<file path="src/rtl/stopwatch_lap_ctrl.sv">
// Lap-record controller: captures laps into the 30-entry lap memory, clears it, and reviews laps oldest-first.
// Build option LAP_WRAP_EN: ring-buffer overwrite when full; undefined, laps are dropped when full.
module stopwatch_lap_ctrl #(
    parameter int DEPTH = 30,
    parameter int AW    = 5,
    parameter int DW    = 28
) (
    input  logic          iClk,
    input  logic          iRst,
    input  logic          iRunning,
    input  logic [DW-1:0] iTime,
    input  logic          iLapPulse,
    input  logic          iClearPulse,
    input  logic          iReviewPulse,
    input  logic          iNextPulse,
    input  logic          iPrevPulse,
    output logic          oMemWE,
    output logic [AW-1:0] oMemAddr,
    output logic [DW-1:0] oMemWData,
    input  logic [DW-1:0] iMemRData,
    output logic [AW-1:0] oLapCount,
    output logic          oFull,
    output logic          oReviewMode,
    output logic [AW-1:0] oReviewIdx,
    output logic [DW-1:0] oReviewData,
    output logic          oLapDrop,
    output logic          oBusy
);
    typedef enum logic [1:0] {
        ST_REC    = 2'd0,
        ST_WRITE  = 2'd1,
        ST_REVIEW = 2'd2,
        ST_CLEAR  = 2'd3
    } state_t;

    localparam logic [AW-1:0] A_ZERO = {AW{1'b0}};
    localparam logic [AW-1:0] A_ONE  = AW'(32'sd1);
    localparam logic [AW-1:0] A_LAST = AW'(DEPTH - 32'sd1);
    localparam logic [AW-1:0] A_FULL = AW'(DEPTH);

    state_t        state_r, state_s;
    logic [AW-1:0] wptr_r, wptr_s, count_r, count_s, ridx_r, ridx_s, clr_r, clr_s;
    logic [DW-1:0] data_r, data_s;
    logic          drop_s;
    logic          mem_we_r, mem_we_s, busy_r, busy_s, mode_r, mode_s, full_r, drop_r;
    logic [AW-1:0] mem_addr_r, mem_addr_s;
    logic [DW-1:0] mem_wdata_r, mem_wdata_s, rdata_r;

    // Once full, the oldest lap sits at the write pointer; otherwise at address 0.
    function automatic logic [AW-1:0] phys_addr(input logic [AW-1:0] idx,
                                                input logic [AW-1:0] wptr,
                                                input logic [AW-1:0] cnt);
        logic [AW:0] sum;
        if (cnt == A_FULL) begin
            sum = {1'b0, wptr} + {1'b0, idx};
        end else begin
            sum = {1'b0, idx};
        end
        if (sum >= {1'b0, A_FULL}) begin
            phys_addr = AW'(sum - {1'b0, A_FULL});
        end else begin
            phys_addr = sum[AW-1:0];
        end
    endfunction

    // State and bookkeeping registers
    always_ff @(posedge iClk) begin
        if (iRst) begin
            state_r <= ST_REC;
            wptr_r  <= A_ZERO;
            count_r <= A_ZERO;
            ridx_r  <= A_ZERO;
            clr_r   <= A_ZERO;
            data_r  <= {DW{1'b0}};
        end else begin
            state_r <= state_s;
            wptr_r  <= wptr_s;
            count_r <= count_s;
            ridx_r  <= ridx_s;
            clr_r   <= clr_s;
            data_r  <= data_s;
        end
    end

    // Next-state logic; request priority is clear > review toggle > lap > navigation
    always_comb begin
        state_s = state_r;
        wptr_s  = wptr_r;
        count_s = count_r;
        ridx_s  = ridx_r;
        clr_s   = clr_r;
        data_s  = data_r;
        drop_s  = 1'b0;
        case (state_r)
            ST_REC: begin
                if (iClearPulse) begin
                    state_s = ST_CLEAR;
                    clr_s   = A_ZERO;
                end else if (iReviewPulse) begin
                    if (count_r != A_ZERO) begin
                        state_s = ST_REVIEW;
                        ridx_s  = count_r - A_ONE;
                    end else begin
                        state_s = ST_REC;
                    end
                end else if (iLapPulse && iRunning) begin
`ifdef LAP_WRAP_EN
                    state_s = ST_WRITE;
                    data_s  = iTime;
`else
                    if (count_r == A_FULL) begin
                        drop_s = 1'b1;
                    end else begin
                        state_s = ST_WRITE;
                        data_s  = iTime;
                    end
`endif
                end else begin
                    state_s = ST_REC;
                end
            end
            ST_WRITE: begin
                state_s = ST_REC;
                wptr_s  = (wptr_r == A_LAST) ? A_ZERO : wptr_r + A_ONE;
                count_s = (count_r == A_FULL) ? count_r : count_r + A_ONE;
            end
            ST_REVIEW: begin
                if (iClearPulse) begin
                    state_s = ST_CLEAR;
                    clr_s   = A_ZERO;
                end else if (iReviewPulse) begin
                    state_s = ST_REC;
                end else if (iNextPulse && !iPrevPulse) begin
                    if (ridx_r < count_r - A_ONE) begin
                        ridx_s = ridx_r + A_ONE;
                    end else begin
                        ridx_s = ridx_r;
                    end
                end else if (iPrevPulse && !iNextPulse) begin
                    if (ridx_r != A_ZERO) begin
                        ridx_s = ridx_r - A_ONE;
                    end else begin
                        ridx_s = ridx_r;
                    end
                end else begin
                    state_s = ST_REVIEW;
                end
            end
            ST_CLEAR: begin
                if (clr_r == A_LAST) begin
                    state_s = ST_REC;
                    clr_s   = A_ZERO;
                    count_s = A_ZERO;
                    wptr_s  = A_ZERO;
                    ridx_s  = A_ZERO;
                end else begin
                    clr_s = clr_r + A_ONE;
                end
            end
            default: begin
                state_s = ST_REC;
            end
        endcase
    end

    // Output decode from the upcoming state so every output leaves a register
    always_comb begin
        mem_we_s    = 1'b0;
        mem_addr_s  = A_ZERO;
        mem_wdata_s = {DW{1'b0}};
        busy_s      = 1'b0;
        mode_s      = 1'b0;
        case (state_s)
            ST_WRITE: begin
                mem_we_s    = 1'b1;
                mem_addr_s  = wptr_s;
                mem_wdata_s = data_s;
                busy_s      = 1'b1;
            end
            ST_CLEAR: begin
                mem_we_s   = 1'b1;
                mem_addr_s = clr_s;
                busy_s     = 1'b1;
            end
            ST_REVIEW: begin
                mem_addr_s = phys_addr(ridx_s, wptr_s, count_s);
                mode_s     = 1'b1;
            end
            ST_REC: begin
                mem_addr_s = A_ZERO;
            end
            default: begin
                mem_addr_s = A_ZERO;
            end
        endcase
    end

    // Output registers; review data follows the asynchronous memory read while reviewing
    always_ff @(posedge iClk) begin
        if (iRst) begin
            mem_we_r    <= 1'b0;
            mem_addr_r  <= A_ZERO;
            mem_wdata_r <= {DW{1'b0}};
            busy_r      <= 1'b0;
            mode_r      <= 1'b0;
            full_r      <= 1'b0;
            drop_r      <= 1'b0;
            rdata_r     <= {DW{1'b0}};
        end else begin
            mem_we_r    <= mem_we_s;
            mem_addr_r  <= mem_addr_s;
            mem_wdata_r <= mem_wdata_s;
            busy_r      <= busy_s;
            mode_r      <= mode_s;
            full_r      <= (count_s == A_FULL);
            drop_r      <= drop_s;
            rdata_r     <= (state_r == ST_REVIEW) ? iMemRData : rdata_r;
        end
    end

    assign oMemWE      = mem_we_r;
    assign oMemAddr    = mem_addr_r;
    assign oMemWData   = mem_wdata_r;
    assign oLapCount   = count_r;
    assign oFull       = full_r;
    assign oReviewMode = mode_r;
    assign oReviewIdx  = ridx_r;
    assign oReviewData = rdata_r;
    assign oLapDrop    = drop_r;
    assign oBusy       = busy_r;
endmodule

</file>
<file path="config.mk">
export PLATFORM = sky130hd
export DESIGN_NAME = stopwatch_lap_ctrl
export DESIGN_NICKNAME = d
export VERILOG_FILES = /design/src/rtl/stopwatch_lap_ctrl.sv
export SDC_FILE = /design/constraint.sdc
export NUM_CORES = 1
export LEC_CHECK = 0
export CAP_MARGIN = 20
export CORE_AREA = 2 2 125 78
export DETAILED_ROUTE_END_ITERATION = 6
export DIE_AREA = 0 0 127 80
export HOLD_SLACK_MARGIN = 0.05
export PLACE_DENSITY = 0.82
export SYNTH_ARGS = -nofsm -noshare
export SYNTH_HDL_FRONTEND = slang
export SYNTH_SLANG_ARGS = --single-unit
</file>
<file path="constraint.sdc">
create_clock -name iClk -period 7.9 [get_ports iClk]
set_input_delay 1.185 -clock iClk [delete_from_list [all_inputs] [get_ports iClk]]
set_output_delay 1.185 -clock iClk [all_outputs]
set_load 0.03 [all_outputs]
</file>
== Word-level counts from Yosys, hierarchy flattened ==
Cells that the tools add are included.
Word-level totals
  output and inout bits: 76
  flip-flop bits (word level): 115
Cells by class
  reductions and logical operators: 13
  $lt $le $gt $ge: 2
  mux-type cells: 43
  equal/unequal tests: 10
  bitwise operators: 3
  add/subtract/negate cells: 8
Operator list (number)
  $mux 28: 5
  $mux 5: 17
  $pmux 5 s2: 3
  $add 5x1->5 const B: 4
  $eq 5x5->1 const B: 4
  $mux 2: 10
  $pmux 5 s4: 1
  $pmux 5 s3: 1
  $mux 6: 2
  $reduce_bool 5->1: 2
  $sub 5x1->5 const B: 2
  $eq 2x2->1 const B: 4
  $pmux 2 s4: 1
  $add 5x5->6: 1
  $ge 6x5->1 const B: 1
  $reduce_or 2->1: 3
  $lt 5x5->1: 1
  $reduce_or 5->1: 1
  $sub 5x5->5 const B: 1
  $eq 2x1->1 const B: 2
  $logic_not 2->1: 2
  $logic_and 1x1->1: 3
  $mux 1: 3
  $not 1->1: 3
  $logic_not 1->1: 2

== Logic depth before layout (Yosys ltp) ==
Gate-level depths: netlist (run 1).
  depth after elaboration: 13
  gate-level depth with buffers: 21
  mapped depth without buffers: 20

== Worst setup path after synthesis (run 1) ==
No wires, ideal clock.
  kind: register -> register
  from: register count_r[0], in the netlist oLapCount[0]
  to: register mem_addr_r[3], in the netlist oMemAddr[3]
  setup time: 0.057 ns
  required time: 7.843 ns
  period minus slack after synthesis: 4.831 ns
  buffers on the path: 1
  stages on the path, launching flop included: 20
  arrival time: 4.774 ns
  path slack: 3.069 ns
  cells stage by stage: dfxtp_1 > clkbuf_1 > inv_1 > ha_1 > xnor2_1 > ha_1 > a21oi_1 > a21o_1 > nand3_1 > mux2_1 > a311oi_1 > inv_1 > ha_1 > and2_1 > a311o_1 > a21oi_1 > o31ai_1 > or4_1 > o211ai_1 > a21o_1
Between the ends
  longest elaborated chain between the ends: 13
  elaborated cells on any way between the ends: 34
  those cells by class: 4 x add/sub; 2 x order compare; 5 x eq/ne; 21 x mux; 2 x reduce/logical
RTL lines
  start, declared: line 42  | logic [AW-1:0] wptr_r, wptr_s, count_r, count_s, ridx_r, ridx_s, clr_r, clr_s;
  start signal, assigned: line 78  | count_r <= count_s;
  $sub 5x1->5: line 102, 134
  $lt 5x5->1: line 134  | if (ridx_r < count_r - A_ONE) begin
  $mux 5: line 134
  $mux 5: line 133  | end else if (iNextPulse && !iPrevPulse) begin
  $mux 5: line 131  | end else if (iReviewPulse) begin
  $mux 5: line 128  | if (iClearPulse) begin
  $pmux 5 s3 (*): line 94  | case (state_r)
  net ridx_s[3]: line 42
  $add 5x5->6: line 55  | sum = {1'b0, wptr} + {1'b0, idx};
  $mux 6 (*): line 54  | if (cnt == A_FULL) begin
  $mux 6 (*): line 173  | case (state_s)
  $sub 5x5->5 / $ge 6x5->1 (equally long branches): line 60, 59
  $mux 5 (*): line 59  | if (sum >= {1'b0, A_FULL}) begin
  $pmux 5 s4 (*): line 173
  end signal, assigned: line 211  | mem_addr_r <= mem_addr_s;
  end, declared: line 46  | logic [AW-1:0] mem_addr_r, mem_addr_s;
Mark *: on every way through the listed nets, which the timed path passes. The rest lies on a longest branch. The select of a mux whose other input is x is not followed.
A chain may end at the register's enable or synchronous reset.

== Worst setup path after layout (run 1) ==
Same ends and word-level chain as after synthesis.

==> impl_metrics.env, run 1 <==
export IMPL_status="completed"
export IMPL_synth_nets=618
export IMPL_core_area_mm2=0.00899
export IMPL_drv_slew=0
export IMPL_fp_dieW_um=127
export IMPL_grt_max_degree=74
export IMPL_relSlewSlack=0.338
export IMPL_cts_tree="done"
export IMPL_grtUsageTotal=0.250
export IMPL_grt_pass1_wl_mm=20.0
export IMPL_dp_hpwl_mm=9.42
export IMPL_clkTransAtPathRegs_ns=0.06
export IMPL_cts_path_max_buffers=2
export IMPL_max_vdd_ir_drop_uv=144
export IMPL_drtIter0Drc=281
export IMPL_drt_wl_total_mm=12.7
export IMPL_rsz0062_at_grt="no"
export IMPL_syn_cell_area_mm2=0.00432
export IMPL_finalPower_w=0.00108
export IMPL_dieArea_mm2=0.0102
export IMPL_drt_first_pass_iters=5
export IMPL_pin_count=140
export IMPL_end_kind="flip-flop"
export IMPL_ys_warn_count=0
export IMPL_tns_ns=0
export IMPL_die_h_um=80
export IMPL_drc=0
export IMPL_syn_inst=533
export IMPL_tightest_slew_ns=0.990
export IMPL_holdCritPathClass="flip-flop to flip-flop"
export IMPL_post_synth_cell_area_avg_um2=8.11
export IMPL_stdcell_area_mm2=0.00600
export IMPL_p_per_area_mw_per_mm2=180
export IMPL_period_needed_ns=5.38
export IMPL_ys_types=70
export IMPL_fin_nets=734
export IMPL_root_buffer="clkbuf_16"
export IMPL_crit_fanout=11
export IMPL_cp_arrival_ns=5.66
export IMPL_synth_commonest_cells="102 x nand2_1, 86 x dfxtp_1, 44 x a21oi_1"
export IMPL_drv_cap=0
export IMPL_synth_top_cell_by_area="dfxtp_1"
export IMPL_clk_latency_ns=0.34
export IMPL_p_leak_nw=2.28
export IMPL_io_buffers=139
export IMPL_synth_area_leaders="dfxtp_1 40%, nand2_1 8.9%, ha_1 5.8%"
export IMPL_synth_ff_type="dfxtp_1"
export IMPL_whs_ns=0.454
export IMPL_worst_endpoint_required_ns=8.18
export IMPL_viasPerCell=5.65
export IMPL_crit_path_start_kind="flip-flop"
export IMPL_num_antenna_cells=0
export IMPL_skew_ns=0.00647
export IMPL_synth_edf_count=0
export IMPL_worstSetupPathType="flip-flop to flip-flop"
export IMPL_vias=4344
export IMPL_ctsHoldBuffers=0
export IMPL_final_util=0.668
export IMPL_post_drt_wl_per_cell_um=16.6
export IMPL_clock_sinks=86
export IMPL_start_util=0.481
export IMPL_grt_overflow=0
export IMPL_synth_most_common_cell="nand2_1"
export IMPL_synth_seq_cells=86
export IMPL_hold_violations=0
export IMPL_gp_congestion=0.918
export IMPL_setup_viol=0
export IMPL_grt_pass1_vias=3971
export IMPL_fp_row_count=27
export IMPL_dpl_instance_area_mm2=0.00572
export IMPL_post_cts_setup_buffer_count=0
export IMPL_drtAntennaViolNets=0
export IMPL_max_freq_mhz=186
export IMPL_antenna_found_initial=0
export IMPL_period_share=0.680
export IMPL_async_flop_share=0
export IMPL_htree_levels=3
export IMPL_drive_gt1_frac=0.0459
export IMPL_netlist_area_leader_share=0.398
export IMPL_cts_buffers=9
export IMPL_area_growth_pct=38.9
export IMPL_cts_resized=0
export IMPL_yosysSeqAreaShare=0.398
==> worst max-delay path, cell delays in order (launching register included) <==
cell	delay (ns)
dfxtp_1	0.56
inv_1	0.18
ha_1	0.26
nand2_1	0.08
xor2_1	0.22
ha_1	0.30
a21oi_1	0.35
nand3_1	0.15
mux2_1	0.33
a311oi_1	0.75
inv_1	0.11
ha_1	0.36
and2_1	0.19
a311o_1	0.32
a21oi_1	0.37
o31ai_1	0.17
or4_1	0.41
o211ai_1	0.10
a21o_1	0.10
==> layout by cell type, fill, tap and decap left out, types with 3 or more instances in the layout <==
master / synthesis / final
xor2_1: 4 / 4
o21ai_1: 5 / 5
clkbuf_16: 0 / 9
nor3_1: 38 / 38
and4_1: 3 / 3
o211ai_1: 3 / 3
o22ai_1: 5 / 5
nand3b_1: 3 / 3
a211o_1: 3 / 3
or4_1: 4 / 4
dfxtp_1: 86 / 86
xnor2_1: 3 / 3
a2bb2oi_1: 3 / 3
clkdlybuf4s50_1: 0 / 138
inv_2: 3 / 3
ha_1: 20 / 20
inv_1: 18 / 18
nor2b_1: 7 / 6
a21oi_1: 44 / 44
nand4_1: 3 / 3
a311oi_1: 4 / 4
o21ai_0: 8 / 8
a41oi_1: 4 / 4
nand3_1: 14 / 14
nand2b_1: 4 / 4
a311o_1: 3 / 3
nor4b_1: 5 / 5
mux2i_1: 10 / 10
and2_1: 11 / 11
a21o_1: 7 / 7
nand2_1: 102 / 102
nor2_1: 28 / 28
==> cells by family after synthesis <==
| logic type | Yosys count | synth area share |
|---|---|---|
| compound gates | 117 | 0.188 |
| mux | 11 | 0.0258 |
| flops | 86 | 0.398 |
| simple gates | 234 | 0.259 |
| fa+ha+maj | 21 | 0.0625 |
| buf+inv | 57 | 0.0521 |
| xor+xnor | 7 | 0.0142 |
==> layer usage <==
layer  wire length [µm]  share of wire  global-route usage  vias to the layer above
met3               1080          0.085              0.0690                       16
met1               5670           0.45               0.334                     2019
li1                   -              -                   -                     2111
met2               5830           0.46               0.396                      198
met4                156          0.012              0.0747                        0
met5                  0              0                   0                        -
==> worst paths after layout <==
kind	from	to	slack, ns	depth (start not counted)
setup / recovery	oLapCount[0]	oMemAddr[3]	2.52	18
hold / removal	oReviewData[0]	oReviewData[0]	0.45	2
setup reg to reg	oLapCount[0]	oMemAddr[3]	2.52	18
hold reg to reg	oReviewData[0]	oReviewData[0]	0.45	2
==> per-stage QoR <==
stage | cells | setup slack (ns)
detailed placement | 754 | 2.47
global route | 769 | 2.13
global placement | 754 | 2.61
CTS | 769 | 2.65
floorplan | 533 | 3.07
finish | 769 | 2.52
==> sequential cells by signal, indices dropped and copies added (netlist names) <==
| register | flops |
|---|---|
| oBusy | 1 |
| oFull | 1 |
| oLapDrop | 1 |
| state_r | 1 |
| oReviewIdx | 5 |
| oMemWData | 28 |
| oReviewMode | 1 |
| oLapCount | 5 |
| oReviewData | 28 |
| wptr_r | 5 |
| oMemAddr | 5 |
| clr_r | 5 |
==> layout make-up <==
| class | instances | area [µm²] |
|---|---|---|
| Sequential cell | 86 | 1720 |
| Tap cell | 116 | 145 |
| Multi-Input combinational cell | 390 | 2380 |
| Clock buffer | 12 | 256 |
| Clock inverter | 3 | 20.0 |
| Inverter | 21 | 78.8 |
| Timing Repair Buffer | 141 | 1400 |
| Fill cell | 728 | 2990 |
==> power breakdown <==
part           switching, W  internal [W]
Combinational      0.000130     0.0000946
Sequential        0.0000177      0.000451
Clock              0.000162      0.000228
Total              0.000310      0.000773
No activity file was read; power rests on OpenSTA's default activity.
==> run 2, diff against run 1 <==
--- a/config.mk
+++ b/config.mk
@@ -6,11 +6,11 @@
 export NUM_CORES = 1
 export LEC_CHECK = 0
 export CAP_MARGIN = 20
-export CORE_AREA = 2 2 125 78
+export CORE_AREA = 2 2 136 85
 export DETAILED_ROUTE_END_ITERATION = 6
-export DIE_AREA = 0 0 127 80
+export DIE_AREA = 0 0 138 87
 export HOLD_SLACK_MARGIN = 0.05
-export PLACE_DENSITY = 0.82
+export PLACE_DENSITY = 0.73
 export SYNTH_ARGS = -nofsm -noshare
 export SYNTH_HDL_FRONTEND = slang
 export SYNTH_SLANG_ARGS = --single-unit
==> constraint.sdc (replaced) <==
create_clock -name iClk -period 4.4 [get_ports iClk]
set_input_delay 0.66 -clock iClk [delete_from_list [all_inputs] [get_ports iClk]]
set_output_delay 0.66 -clock iClk [all_outputs]
set_load 0.03 [all_outputs]
==> run 2 against run 1 <==
Net effect:
- die area increased by 18%
- critical path depth is 1 lower
- power increased by 94%
- clock-buffer cell count decreased by 2
- flip-flop and latch count stayed put
- utilization fell by 8.0 points
- worst hold slack better by 0.0049 ns
- combinational power up 100%
==> impl_metrics.env, run 2 (same netlist as run 1, synthesis figures left out) <==
export IMPL_dpl_instance_area_mm2=0.00597
export IMPL_grt_pass1_vias=3966
export IMPL_viasPerCell=5.34
export IMPL_max_freq_mhz=236
export IMPL_timing_reg2reg_setup_slack_ns=0.15
export IMPL_worst_endpoint_required_ns=4.62
export IMPL_drive_gt1_frac=0.108
export IMPL_p_per_area_mw_per_mm2=328
export IMPL_setup_slack_ns=0.155
export IMPL_drt_wl_total_mm=13.1
export IMPL_r2r_cells=17
export IMPL_grt_pass1_wl_mm=20.4
export IMPL_max_vdd_ir_drop_uv=210
export IMPL_holdCritPathClass="flip-flop to flip-flop"
export IMPL_worstSetupPathType="flip-flop to flip-flop"
export IMPL_p_leak_nw=2.44
export IMPL_drc=0
export IMPL_min_to="oReviewData[16]"
export IMPL_cts_tree="done"
export IMPL_drtIter0Drc=397
export IMPL_end_kind="flip-flop"
export IMPL_die_h_um=87
export IMPL_relSlewSlack=0.348
export IMPL_finalNonFillerCells=827
export IMPL_dieArea_mm2=0.0120
export IMPL_io_buffers=139
export IMPL_skew_ns=0.00650
export IMPL_clkTransAtPathRegs_ns=0.06
export IMPL_area_growth_pct=48.1
export IMPL_antenna_found_initial=0
export IMPL_drt_first_pass_iters=4
export IMPL_vias=4415
export IMPL_tightest_slew_ns=0.977
export IMPL_post_drt_wl_per_cell_um=15.9
export IMPL_fp_row_count=30
export IMPL_gp_congestion=0.952
export IMPL_grtUsageTotal=0.209
export IMPL_final_cell_mix="138 x clkdlybuf4s50_1, 102 x nand2_1, 84 x dfxtp_1"
export IMPL_crit_fanout=4
export IMPL_crit_path_start_kind="flip-flop"
export IMPL_cts_buffers=9
export IMPL_cts_path_max_buffers=2
export IMPL_drtAntennaViolNets=0
export IMPL_stdcell_area_mm2=0.00640
export IMPL_core_area_mm2=0.0109
export IMPL_final_util=0.588
export IMPL_nFillCells=940
export IMPL_pin_count=140
export IMPL_clock_sinks=86
export IMPL_place_inst=809
export IMPL_clk_latency_ns=0.33
export IMPL_dp_hpwl_mm=9.57
export IMPL_hp_start="oReviewData[16]"
export IMPL_hold_violations=0
export IMPL_worstReg2RegStart="oLapCount[1]"
export IMPL_setup_viol=0
export IMPL_num_antenna_cells=0
export IMPL_drv_slew=0
export IMPL_period_needed_ns=4.25
export IMPL_root_buffer="clkbuf_16"
export IMPL_layout_commonest_cell="clkdlybuf4s50_1"
export IMPL_worstHoldPathCells=2
export IMPL_whs_ns=0.459
export IMPL_drv_cap=0
export IMPL_start_util=0.397
export IMPL_grt_max_degree=73
export IMPL_period_share=0.965
export IMPL_place_ws_ns=-0.0296
export IMPL_grt_overflow=0
export IMPL_cp_arrival_ns=4.47
export IMPL_r2r_end="oMemAddr[2]"
export IMPL_htree_levels=3
export IMPL_status="completed"
export IMPL_fin_nets=763
export IMPL_fp_dieW_um=138
run 2: cell count changes in the layout (fill, tap and decap cells not counted), sizes merged:
cell,change
buf,+29
bufinv,+2
clkbuf,-2
inv,+2
clkinv,-1
run 2: worst max-delay path, cell delays in order, from the launching register on:
cell and delay (ns):
dfxtp_2 0.32, inv_1 0.12, ha_2 0.21, nand2_1 0.09, xor2_2 0.17, ha_4 0.29, a21oi_4 0.08, a32o_2 0.24
o21a_4 0.13, a32o_1 0.25, a21o_1 0.20, ha_1 0.21, inv_1 0.08, fa_2 0.47, mux2i_2 0.19, ha_1 0.28
or4_1 0.52, a32o_1 0.27
run 2: where the power goes:
part           internal (W)  switching [W]  leakage [nW]  total [W]
Clock              0.000502       0.000315         0.150   0.000816
Sequential         0.000809      0.0000224         0.698   0.000832
Combinational      0.000196       0.000255          1.60   0.000451
Total               0.00151       0.000592          2.44    0.00210
run 2: area by class of cell:
type	instances	area, µm²	share of cell area
clock buffers	10	229	0.0358
inverters	21	78.8	0.0123
multi-input cells	390	2480	0.387
well taps	144	180	0.0281
clock inverters	6	92.6	0.0145
repair buffers	170	1620	0.253
flip-flops and latches	86	1720	0.269
run 2: metal layers:
layer  GRT usage  wire, µm
met2       0.333      5920
met5           0         0
met4      0.0380        72
met3      0.0610       946
met1       0.288      6180
run 2: how the worst max path moves through the flow:
stage	startpoint	end	slack [ns]	cells after the start
floorplan	oLapCount[0]	oMemAddr[3]	0.002	19
global placement	iPrevPulse	oMemAddr[2]	0.16	14
detailed placement	oLapCount[1]	oMemAddr[2]	-0.03	18
CTS	oLapCount[1]	oMemAddr[2]	0.06	18
global route	oLapCount[1]	oMemAddr[2]	-0.04	17
finish	oLapCount[1]	oMemAddr[2]	0.15	17
run 2: what timing repair did:
item,in CTS,in global routing
resized for setup,1,12
hold buffers,0,0
buffers inserted,0,2
endpoints found under the setup margin,1,4
cloned,0,0
pin swaps,0,5
run 2: stage by stage:
step	total power [W]	setup TNS, ns
3_5_place_dp	0.00128	-0.0296
4_1_cts	0.00210	0
2_1_floorplan	0.00110	0
5_1_grt	0.00219	-0.0353
3_3_place_gp	0.00127	0
6_report	0.00210	0
